## config.mk

```make
export PLATFORM = sky130hd
export DESIGN_NAME = sd_cmd_start_detect_flat
export DESIGN_NICKNAME = d
export VERILOG_FILES = /design/src/rtl/sd_cmd_start_detect_pkg.sv /design/src/rtl/sd_cmd_start_detect_if.sv /design/src/rtl/sd_cmd_start_detect_debounce.sv /design/src/rtl/sd_cmd_start_detect.sv /design/src/flat_wrapper.sv
export SDC_FILE = /design/constraint.sdc
export NUM_CORES = 1
export LEC_CHECK = 0
export ABC_AREA = 1
export CORE_UTILIZATION = 42
export CTS_BUF_LIST = sky130_fd_sc_hd__clkbuf_4 sky130_fd_sc_hd__clkbuf_8
export CTS_CLUSTER_DIAMETER = 30
export DETAILED_ROUTE_END_ITERATION = 8
export GPL_TIMING_DRIVEN = 0
export PLACE_DENSITY_LB_ADDON = 0.15
export SLEW_MARGIN = 10
export SYNTH_ARGS = -nofsm -noshare
export SYNTH_HDL_FRONTEND = slang
export SYNTH_HIERARCHICAL = 1
export SYNTH_SLANG_ARGS = --single-unit
```

## constraint.sdc

```tcl
create_clock -name clk -period 2.75 [get_ports clk]
set_clock_uncertainty 0.2 [all_clocks]
set_input_delay 0.55 -clock clk [delete_from_list [all_inputs] [get_ports clk]]
set_output_delay 0.55 -clock clk [all_outputs]
set_load 0.05 [all_outputs]
```

## src/rtl/sd_cmd_start_detect_pkg.sv

```systemverilog
// Shared definitions for the SD host command start detector: FSM encoding and
// the command index that means "no command".
package sd_host_defs;

    typedef enum logic [1:0] {
        ST_IDLE      = 2'd0,
        ST_ISSUE     = 2'd1,
        ST_WAIT_DONE = 2'd2
    } state_e;

    localparam int CMD_IDX_NONE = 0;

endpackage

```

## src/rtl/sd_cmd_start_detect_if.sv

```systemverilog
// Command-register / command-engine signal bundle. The master drives the
// software and engine inputs; the slave is the detector.
interface sd_cmd_start_detect_if #(
    parameter int CMD_W = 6
);
    logic [CMD_W-1:0] command_register;
    logic             enable;
    logic             cmd_done;
    logic             clear_flags;
    logic             start_pulse;
    logic [CMD_W-1:0] cmd_index;
    logic             busy;
    logic             pending;
    logic             overrun;
    logic             timeout;

    modport master (
        output command_register, enable, cmd_done, clear_flags,
        input  start_pulse, cmd_index, busy, pending, overrun, timeout
    );

    modport slave (
        input  command_register, enable, cmd_done, clear_flags,
        output start_pulse, cmd_index, busy, pending, overrun, timeout
    );
endinterface

```

## src/rtl/sd_cmd_start_detect_debounce.sv

```systemverilog
// Change detector for the command register: a new nonzero value that holds for
// DEBOUNCE sampled cycles while enabled produces a single-cycle detect.
module sd_cmd_debounce
    import sd_host_defs::*;
#(
    parameter int CMD_W    = 6,
    parameter int DEBOUNCE = 2
) (
    input  logic             clk,
    input  logic             reset,
    input  logic [CMD_W-1:0] sample_i,
    input  logic             enable_i,
    output logic             detect_o,
    output logic [CMD_W-1:0] index_o
);
    localparam int CNT_W = $clog2(DEBOUNCE + 1);
    localparam logic [CNT_W-1:0] CNT_MAX = CNT_W'(DEBOUNCE);

    logic [CMD_W-1:0] prev_q, prev_d;
    logic [CNT_W-1:0] stab_q, stab_d;
    logic             armed_q, armed_d;
    logic             changed;
    logic             stable;

    assign changed  = (sample_i != prev_q);
    assign stable   = (stab_q == CNT_MAX);
    assign detect_o = armed_q && stable && enable_i && (prev_q != CMD_W'(CMD_IDX_NONE));
    assign index_o  = prev_q;

    // Armed is consumed once the value has settled, whether or not it fired,
    // so a held value can never retrigger.
    always_comb begin
        prev_d  = prev_q;
        stab_d  = stab_q;
        armed_d = armed_q;
        if (changed) begin
            prev_d  = sample_i;
            stab_d  = CNT_W'(1);
            armed_d = enable_i;
        end else begin
            if (!stable) stab_d = stab_q + CNT_W'(1);
            if (!enable_i || stable) armed_d = 1'b0;
        end
    end

    always_ff @(posedge clk or posedge reset) begin
        if (reset) begin
            prev_q  <= '0;
            stab_q  <= '0;
            armed_q <= 1'b0;
        end else begin
            prev_q  <= prev_d;
            stab_q  <= stab_d;
            armed_q <= armed_d;
        end
    end

endmodule

```

## src/rtl/sd_cmd_start_detect.sv

```systemverilog
// SD host command start detector: issues debounced command indices to the
// command engine, tracks completion/timeout and parks one start while busy.
module sd_cmd_start_detect
    import sd_host_defs::*;
#(
    parameter int CMD_W     = 6,
    parameter int DEBOUNCE  = 2,
    parameter int TIMEOUT_W = 8
) (
    input  logic                   clk,
    input  logic                   reset,
    sd_cmd_start_detect_if.slave   bus
);
    // Last count before the timer would reach all-ones; the command ends on that edge.
    localparam logic [TIMEOUT_W-1:0] TIMER_LAST = {{(TIMEOUT_W-1){1'b1}}, 1'b0};

    state_e               state_q;
    logic                 start_q;
    logic                 busy_q;
    logic                 pend_q;
    logic                 overrun_q;
    logic                 timeout_q;
    logic [CMD_W-1:0]     idx_q;
    logic [CMD_W-1:0]     pend_idx_q;
    logic [TIMEOUT_W-1:0] timer_q;

    logic                 detect;
    logic [CMD_W-1:0]     det_idx;
    logic                 in_wait;
    logic                 expire;
    logic                 cmd_end;

    sd_cmd_debounce #(
        .CMD_W    (CMD_W),
        .DEBOUNCE (DEBOUNCE)
    ) u_debounce (
        .clk      (clk),
        .reset    (reset),
        .sample_i (bus.command_register),
        .enable_i (bus.enable),
        .detect_o (detect),
        .index_o  (det_idx)
    );

    assign in_wait = (state_q == ST_WAIT_DONE);
    assign expire  = in_wait && (timer_q == TIMER_LAST) && !bus.cmd_done;
    assign cmd_end = in_wait && (bus.cmd_done || (timer_q == TIMER_LAST));

    always_ff @(posedge clk or posedge reset) begin
        if (reset) begin
            state_q    <= ST_IDLE;
            start_q    <= 1'b0;
            busy_q     <= 1'b0;
            pend_q     <= 1'b0;
            overrun_q  <= 1'b0;
            timeout_q  <= 1'b0;
            idx_q      <= '0;
            pend_idx_q <= '0;
            timer_q    <= '0;
        end else begin
            start_q <= 1'b0;
            if (bus.clear_flags) begin
                overrun_q <= 1'b0;
                timeout_q <= 1'b0;
            end

            case (state_q)
                ST_IDLE: begin
                    if (detect) begin
                        idx_q   <= det_idx;
                        start_q <= 1'b1;
                        busy_q  <= 1'b1;
                        state_q <= ST_ISSUE;
                    end
                end
                ST_ISSUE: begin
                    timer_q <= '0;
                    state_q <= ST_WAIT_DONE;
                end
                ST_WAIT_DONE: begin
                    timer_q <= timer_q + TIMEOUT_W'(1);
                    if (expire) timeout_q <= 1'b1;
                    if (cmd_end) begin
                        // A parked start has priority; a same-cycle detect refills the slot.
                        if (pend_q) begin
                            idx_q   <= pend_idx_q;
                            start_q <= 1'b1;
                            state_q <= ST_ISSUE;
                            if (detect) pend_idx_q <= det_idx;
                            else        pend_q     <= 1'b0;
                        end else if (detect) begin
                            idx_q   <= det_idx;
                            start_q <= 1'b1;
                            state_q <= ST_ISSUE;
                        end else begin
                            busy_q  <= 1'b0;
                            state_q <= ST_IDLE;
                        end
                    end
                end
                default: begin
                    busy_q  <= 1'b0;
                    state_q <= ST_IDLE;
                end
            endcase

            if (detect && busy_q && !cmd_end) begin
                if (!pend_q) begin
                    pend_q     <= 1'b1;
                    pend_idx_q <= det_idx;
                end else begin
                    overrun_q  <= 1'b1;
                end
            end
        end
    end

    assign bus.start_pulse = start_q;
    assign bus.cmd_index   = idx_q;
    assign bus.busy        = busy_q;
    assign bus.pending     = pend_q;
    assign bus.overrun     = overrun_q;
    assign bus.timeout     = timeout_q;

endmodule

```

## src/flat_wrapper.sv

```systemverilog
// flat-port wrapper written by rule: the top's interface ports become plain ports
module sd_cmd_start_detect_flat import sd_host_defs::*;
#(
    parameter int CMD_W     = 6,
    parameter int DEBOUNCE  = 2,
    parameter int TIMEOUT_W = 8
)
  (clk, reset, bus_command_register, bus_enable, bus_cmd_done, bus_clear_flags, bus_start_pulse, bus_cmd_index, bus_busy, bus_pending, bus_overrun, bus_timeout);
  sd_cmd_start_detect_if #(.CMD_W(CMD_W)) bus_i ();
  input  logic clk;
  input  logic reset;
  input wire logic [$bits(bus_i.command_register)-1:0] bus_command_register;
  input wire logic [$bits(bus_i.enable)-1:0] bus_enable;
  input wire logic [$bits(bus_i.cmd_done)-1:0] bus_cmd_done;
  input wire logic [$bits(bus_i.clear_flags)-1:0] bus_clear_flags;
  output wire logic [$bits(bus_i.start_pulse)-1:0] bus_start_pulse;
  output wire logic [$bits(bus_i.cmd_index)-1:0] bus_cmd_index;
  output wire logic [$bits(bus_i.busy)-1:0] bus_busy;
  output wire logic [$bits(bus_i.pending)-1:0] bus_pending;
  output wire logic [$bits(bus_i.overrun)-1:0] bus_overrun;
  output wire logic [$bits(bus_i.timeout)-1:0] bus_timeout;
  assign bus_i.command_register = bus_command_register;
  assign bus_i.enable = bus_enable;
  assign bus_i.cmd_done = bus_cmd_done;
  assign bus_i.clear_flags = bus_clear_flags;
  assign bus_start_pulse = bus_i.start_pulse;
  assign bus_cmd_index = bus_i.cmd_index;
  assign bus_busy = bus_i.busy;
  assign bus_pending = bus_i.pending;
  assign bus_overrun = bus_i.overrun;
  assign bus_timeout = bus_i.timeout;
  sd_cmd_start_detect #(.CMD_W(CMD_W), .DEBOUNCE(DEBOUNCE), .TIMEOUT_W(TIMEOUT_W)) u_core (.clk(clk), .reset(reset), .bus(bus_i));
endmodule
```

### Yosys cells after proc, flatten, opt, wreduce, memory -nomap -nowiden

Index checks and enable logic that the tools add are counted.

* register bits after elaboration: 36
* output and inout port bits: 11
* word-level logic and storage cells: 86

* $add $sub $neg: 2
* reduce and logical (&&, ||, !) cells: 21
* bitwise gates (word level): 1
* mux-type cells: 40
* eq/ne operators: 10

Operators with widths (number)
* $mux 6: 9
* $mux 1: 21
* $pmux 8 s2: 1
* $pmux 6 s2: 1
* $mux 2: 5
* $add 8x1->8 const B: 1
* $eq 8x8->1 const B: 1
* $logic_and 1x1->1: 8
* $ne 2x2->1 const B: 4
* $ne 6x6->1: 1
* $pmux 2 s3: 1
* $reduce_bool 2->1: 3
* $reduce_bool 6->1: 1
* $reduce_and 5->1: 1
* $eq 2x2->1 const B: 2
* $reduce_and 2->1: 2
* $logic_not 1->1: 3
* $pmux 1 s3: 1
* $add 2x1->2 const B: 1
* $eq 2x1->1 const B: 1
* $logic_not 2->1: 1
* $logic_or 1x1->1: 2
* $ne 2x1->1 const B: 1
* $pmux 1 s2: 1
* $not 1->1: 1

### Logic depth before layout (Yosys ltp)

* word-level depth: 10
* depth in mapped cells: 11
* gate-level depth less buffers: 11

### Cells and area by module

Netlist, hierarchy kept.

By module, submodules not included
* sd_cmd_start_detect: cells each 180, area an instance 1476.4 µm², instances 1
* sd_cmd_debounce: cells each 64, area an instance 464.2 µm², instances 1

### Least setup slack after synthesis

Ideal clock, no wire load.

* path kind: register to register
* start: register u_core.u_debounce.stab_q[0]
* end: register u_core.idx_q[3] (netlist: u_core/bus.cmd_index[3])
* library setup time: 0.127 ns
* data required time: 2.423 ns
* stages on the path, launching flop included: 11
* slack: 0.999 ns
* arrival time: 1.424 ns
* path through: dfrtp_1 > inv_1 > ha_1 > nand4_1 > inv_1 > buf_2 > nor2_1 > a21oi_1 > o21ai_0 > nand2_1 > o21ai_0

* cells in the longest elaborated chain, start to end: 8

RTL lines
* start, declared: RTL line sd_cmd_start_detect_debounce.sv:20 `logic [CNT_W-1:0] stab_q, stab_d;`
* start signal, assigned: RTL line sd_cmd_start_detect_debounce.sv:53 `stab_q <= stab_d;`
* $eq 2x2->1 *: RTL line sd_cmd_start_detect_debounce.sv:26 `assign stable = (stab_q == CNT_MAX);`
* $logic_and 1x1->1 * (3 in series): RTL line sd_cmd_start_detect_debounce.sv:27 `assign detect_o = armed_q && stable && enable_i && (prev_q != CMD_W'(CMD_IDX_NONE));`
* net u_core.detect: RTL line sd_cmd_start_detect.sv:27 `logic detect;`
* $mux 6 *
* $mux 6 (2 in series)
* $pmux 6 s2 *
* end signal, assigned: RTL line sd_cmd_start_detect.sv:70 `idx_q <= det_idx;`
* end signal, assigned: RTL line sd_cmd_start_detect.sv:86 `idx_q <= pend_idx_q;`
* end signal, assigned: RTL line sd_cmd_start_detect.sv:92 `idx_q <= det_idx;`
* end, declared: RTL line sd_cmd_start_detect.sv:23 `logic [CMD_W-1:0] idx_q;`

Mark *: on every way through the listed nets, which the timed path passes. The rest lies on a longest branch. The select of a mux whose other input is x is not followed.
A chain may end at the register's enable or synchronous reset.

### Worst setup path after layout

* start: register u_core.pend_q (netlist: u_core/bus.pending)
* end: output port bus_pending

RTL lines
* start, declared: RTL line sd_cmd_start_detect.sv:20 `logic pend_q;`
* start signal, assigned: RTL line sd_cmd_start_detect.sv:54 `pend_q <= 1'b0;`
* start signal, assigned: RTL line sd_cmd_start_detect.sv:90 `else pend_q <= 1'b0;`
* start signal, assigned: RTL line sd_cmd_start_detect.sv:109 `pend_q <= 1'b1;`
* end, declared: RTL line flat_wrapper.sv:19 `output wire logic [$bits(bus_i.pending)-1:0] bus_pending;`

No word-level cell between the ends.

==> flow_summary.yaml <==
synth:
  synthSimpleGateAreaFrac_pct: 28.24
  seq_area_frac_synth_pct: 46.42
  syn_area_um2: 1941
  syn_avg_cell_area_um2: 7.953
  syn_nets: 262
  synth_xor_area_share_pct: 0.4513
  synth_adder_area_share_pct: 4.513
  synth_compound_area_share_pct: 10.19
  synthMuxAreaShare_pct: 0
  yosys_warnings: 6
  synth_seq_cells: 36
  synth.distinct_cells: 28
  syn_inst: 244
  synth.top_cell.area_share_pct: 46.42
  ys_top_cells_by_area: "dfrtp_1 46%, nand2_1 13%, inv_1 7.5%, nor2_1 4.6%, ha_1 4.5%"
  synth_top_family_by_area: "simple AND/OR/NAND/NOR gates"
  yosys.area.top_type: "dfrtp_1"
clock_tree:
  cts_setup_buffers: 0
  numCtsBuffers: 5
  clock_path_buffers: 2
  h-tree-depth: 2
  cts.clk_slew.worst_paths_ps: 70
  clk_latency_ps: 280
  post_cts_resized: 0
  cts_tree: "done"
  cts-root-buf: "clkbuf_8"
  cts_num_sinks: 36
  hold_buffers: 0
route:
  wl_per_cell_um: 10.55
  vias_per_cell: 4.662
  first_pass_iters: 4
  drc: 0
  wl_um: 3429
  vias: 1515
  dr.first_iter.drc_count: 53
  ant_nets: 0
sta:
  setup_viol: 0
  fin_ws_ps: 381.0
  timing.hold.ws_ps: 307.5
  rsz0062_at_grt: "no"
  period_needed_ps: 2369
  fmax_ghz: 0.4221
  maxSlewHeadroom_pct: 32.22
  finalSetupTns_ps: 0
  slew_viol_final: 0
  hold_viol_final: 0
  min_period_over_period_pct: 86.15
  worst_slew_pin_slew_ps: 1016
global_routing:
  grt_pass1_vias: 1337
  use_met1_pct: 20.97
  antenna_found_initial: 0
  grt_pass1_wl_um: 6030
  met2_usage_pct: 24.57
  overflow: 0
  grt.total_usage_pct: 15.51
  grt_max_degree: 28
  grtUsageMet3_pct: 3.896
  grt.busiest_layer: "met2"
outcome:
  outcome: "finished, final reports clean"
critical_path:
  crit_chain: "clkdlybuf4s50_1"
  crit_fanout: 6
  path_buf_inv: 1
  cp.arrival_ps: 1620
  start_kind: "register"
  cp_slowest_stage_delay_ps: 850
  cp_top_family: "buffers and inverters"
  critPathRequiredTime_ps: 2000
  setup.worst_path.class: "reg -> out"
  end_kind: "output pin"
  slowest_stage: "clkdlybuf4s50_1"
floorplan:
  floorplan.initialDensity_pct: 44.26
  die_h_um: 69.98
  pin_count: 22
  die_area_um2: 4897
  die_w_um: 69.98
  fp.coreArea_um2: 4384
  rows: 24
place:
  place.gp.congestion: 0.7506
  place.port_buffers: 21
  hpwl_um: 2671
  dp_slack_ps: 434.5
job:
  max_cap_violations: 0
final_layout:
  mostFrequentLayoutCells: "65 x nand2_1, 39 x inv_1, 36 x dfrtp_1, 24 x nor2_1, 21 x clkdlybuf4s50_1"
  final_common_cell: "nand2_1"
  n_fill_cell: 432
  synthToLayoutAreaGrowth_pct: 19.21
  diodes: 0
  layout-drive-gt1-share_pct: 9.524
  nets: 290
worst_hold_path:
  hold_class: "reg -> reg"
pwr:
  peakVddDrop_mv: 0.3923
  intPower_uw: 1128
  p_comb_share_pct: 42.7
  power.density_nw_per_um2: 808.2
  pwr-share-seq_pct: 35.9
  power_switching_uw: 742.1
  finalPower_uw: 1870
  swShare_pct: 39.69
  clockPowerShare_pct: 21.4
  p_leak_uw: 0.001147
## state kept, by name (all words and copies together), names as in the netlist
name and count:
u_core/state_q 2, u_core/u_debounce/index_o 6, u_core/bus.busy 1, u_core/bus.cmd_index 6
u_core/pend_idx_q 6, u_core/bus.timeout 1, u_core/u_debounce/stab_q 2, u_core/u_debounce/armed_q 1
u_core/bus.start_pulse 1, u_core/timer_q 8, u_core/bus.pending 1, u_core/bus.overrun 1
## cell families after synthesis
group | Yosys count
and+or+nand+nor | 120
buffers and inverters | 48
DFF | 36
AOI/OAI and AO/OA | 32
adders and majority gates | 7
xor gates and xnor gates | 1
## stage by stage
| stage | area, µm² | util, % | std cells |
|---|---|---|---|
| floorplan | 1941 | - | 244 |
| global placement | 2216 | 50.54 | 317 |
| detailed placement | 2216 | 50.54 | 317 |
| CTS | 2313 | 52.77 | 325 |
| global route | 2313 | 52.77 | 325 |
| finish | 2313 | 52.77 | 325 |
## layer usage
layer,share of wire [%],wire length (µm),vias up
met1,51,1764,668
met5,0,0,-
li1,-,-,821
met2,44,1518,21
met4,1.0,36,0
met3,3.2,111,5
## final cells by class
class                           instances  area (µm²)  area share, %
Inverter                               40       150.1          6.490
Clock buffer                            8       97.59          4.218
Buffer                                  8       47.55          2.055
Tap cell                               52       65.06          2.812
Multi-Input combinational cell        160       842.1          36.40
Sequential cell                        36       900.9          38.94
Timing Repair Buffer                   21       210.2          9.086
## cell usage after synthesis
cell type,count
nand4_1,3
nor2_2,3
dfrtp_1,36
clkinv_1,1
a21oi_1,10
nand3_4,1
o21ai_4,1
nand3_1,10
o22ai_1,2
clkbuf_1,6
nand2_2,4
inv_1,39
buf_2,1
nand4_4,1
ha_1,7
nand3b_1,1
nand2_4,2
nor3b_1,1
o21ai_2,4
nor3_1,5
o32ai_1,1
a21boi_0,1
o21ai_0,12
buf_12,1
xor2_1,1
nor2_1,24
nand2_1,65
o31ai_1,1
## final timing paths
kind,from,end,slack (ps),cells past startpoint
worst max-delay path,u_core/bus.pending,bus_pending,380,1
worst min-delay path,u_core/bus.busy,u_core/bus.busy,310,2
worst max register to register,u_core/state_q[0],u_core/timer_q[7],740,9
worst min register to register,u_core/bus.busy,u_core/bus.busy,310,2
max in group asynchronous,reset,u_core/bus.overrun,1090,2
min in group asynchronous,reset,u_core/u_debounce/armed_q,360,2
## power by group through the flow
stage / sequential (µW) / combinational, µW / clock, µW
floorplan: 825 / 465 / 0
global placement: 681 / 799 / 0
detailed placement: 685 / 806 / 0
CTS: 675 / 809 / 417
global route: 690 / 890 / 440
finish: 672 / 798 / 400
(Power assumes the default switching activity.)
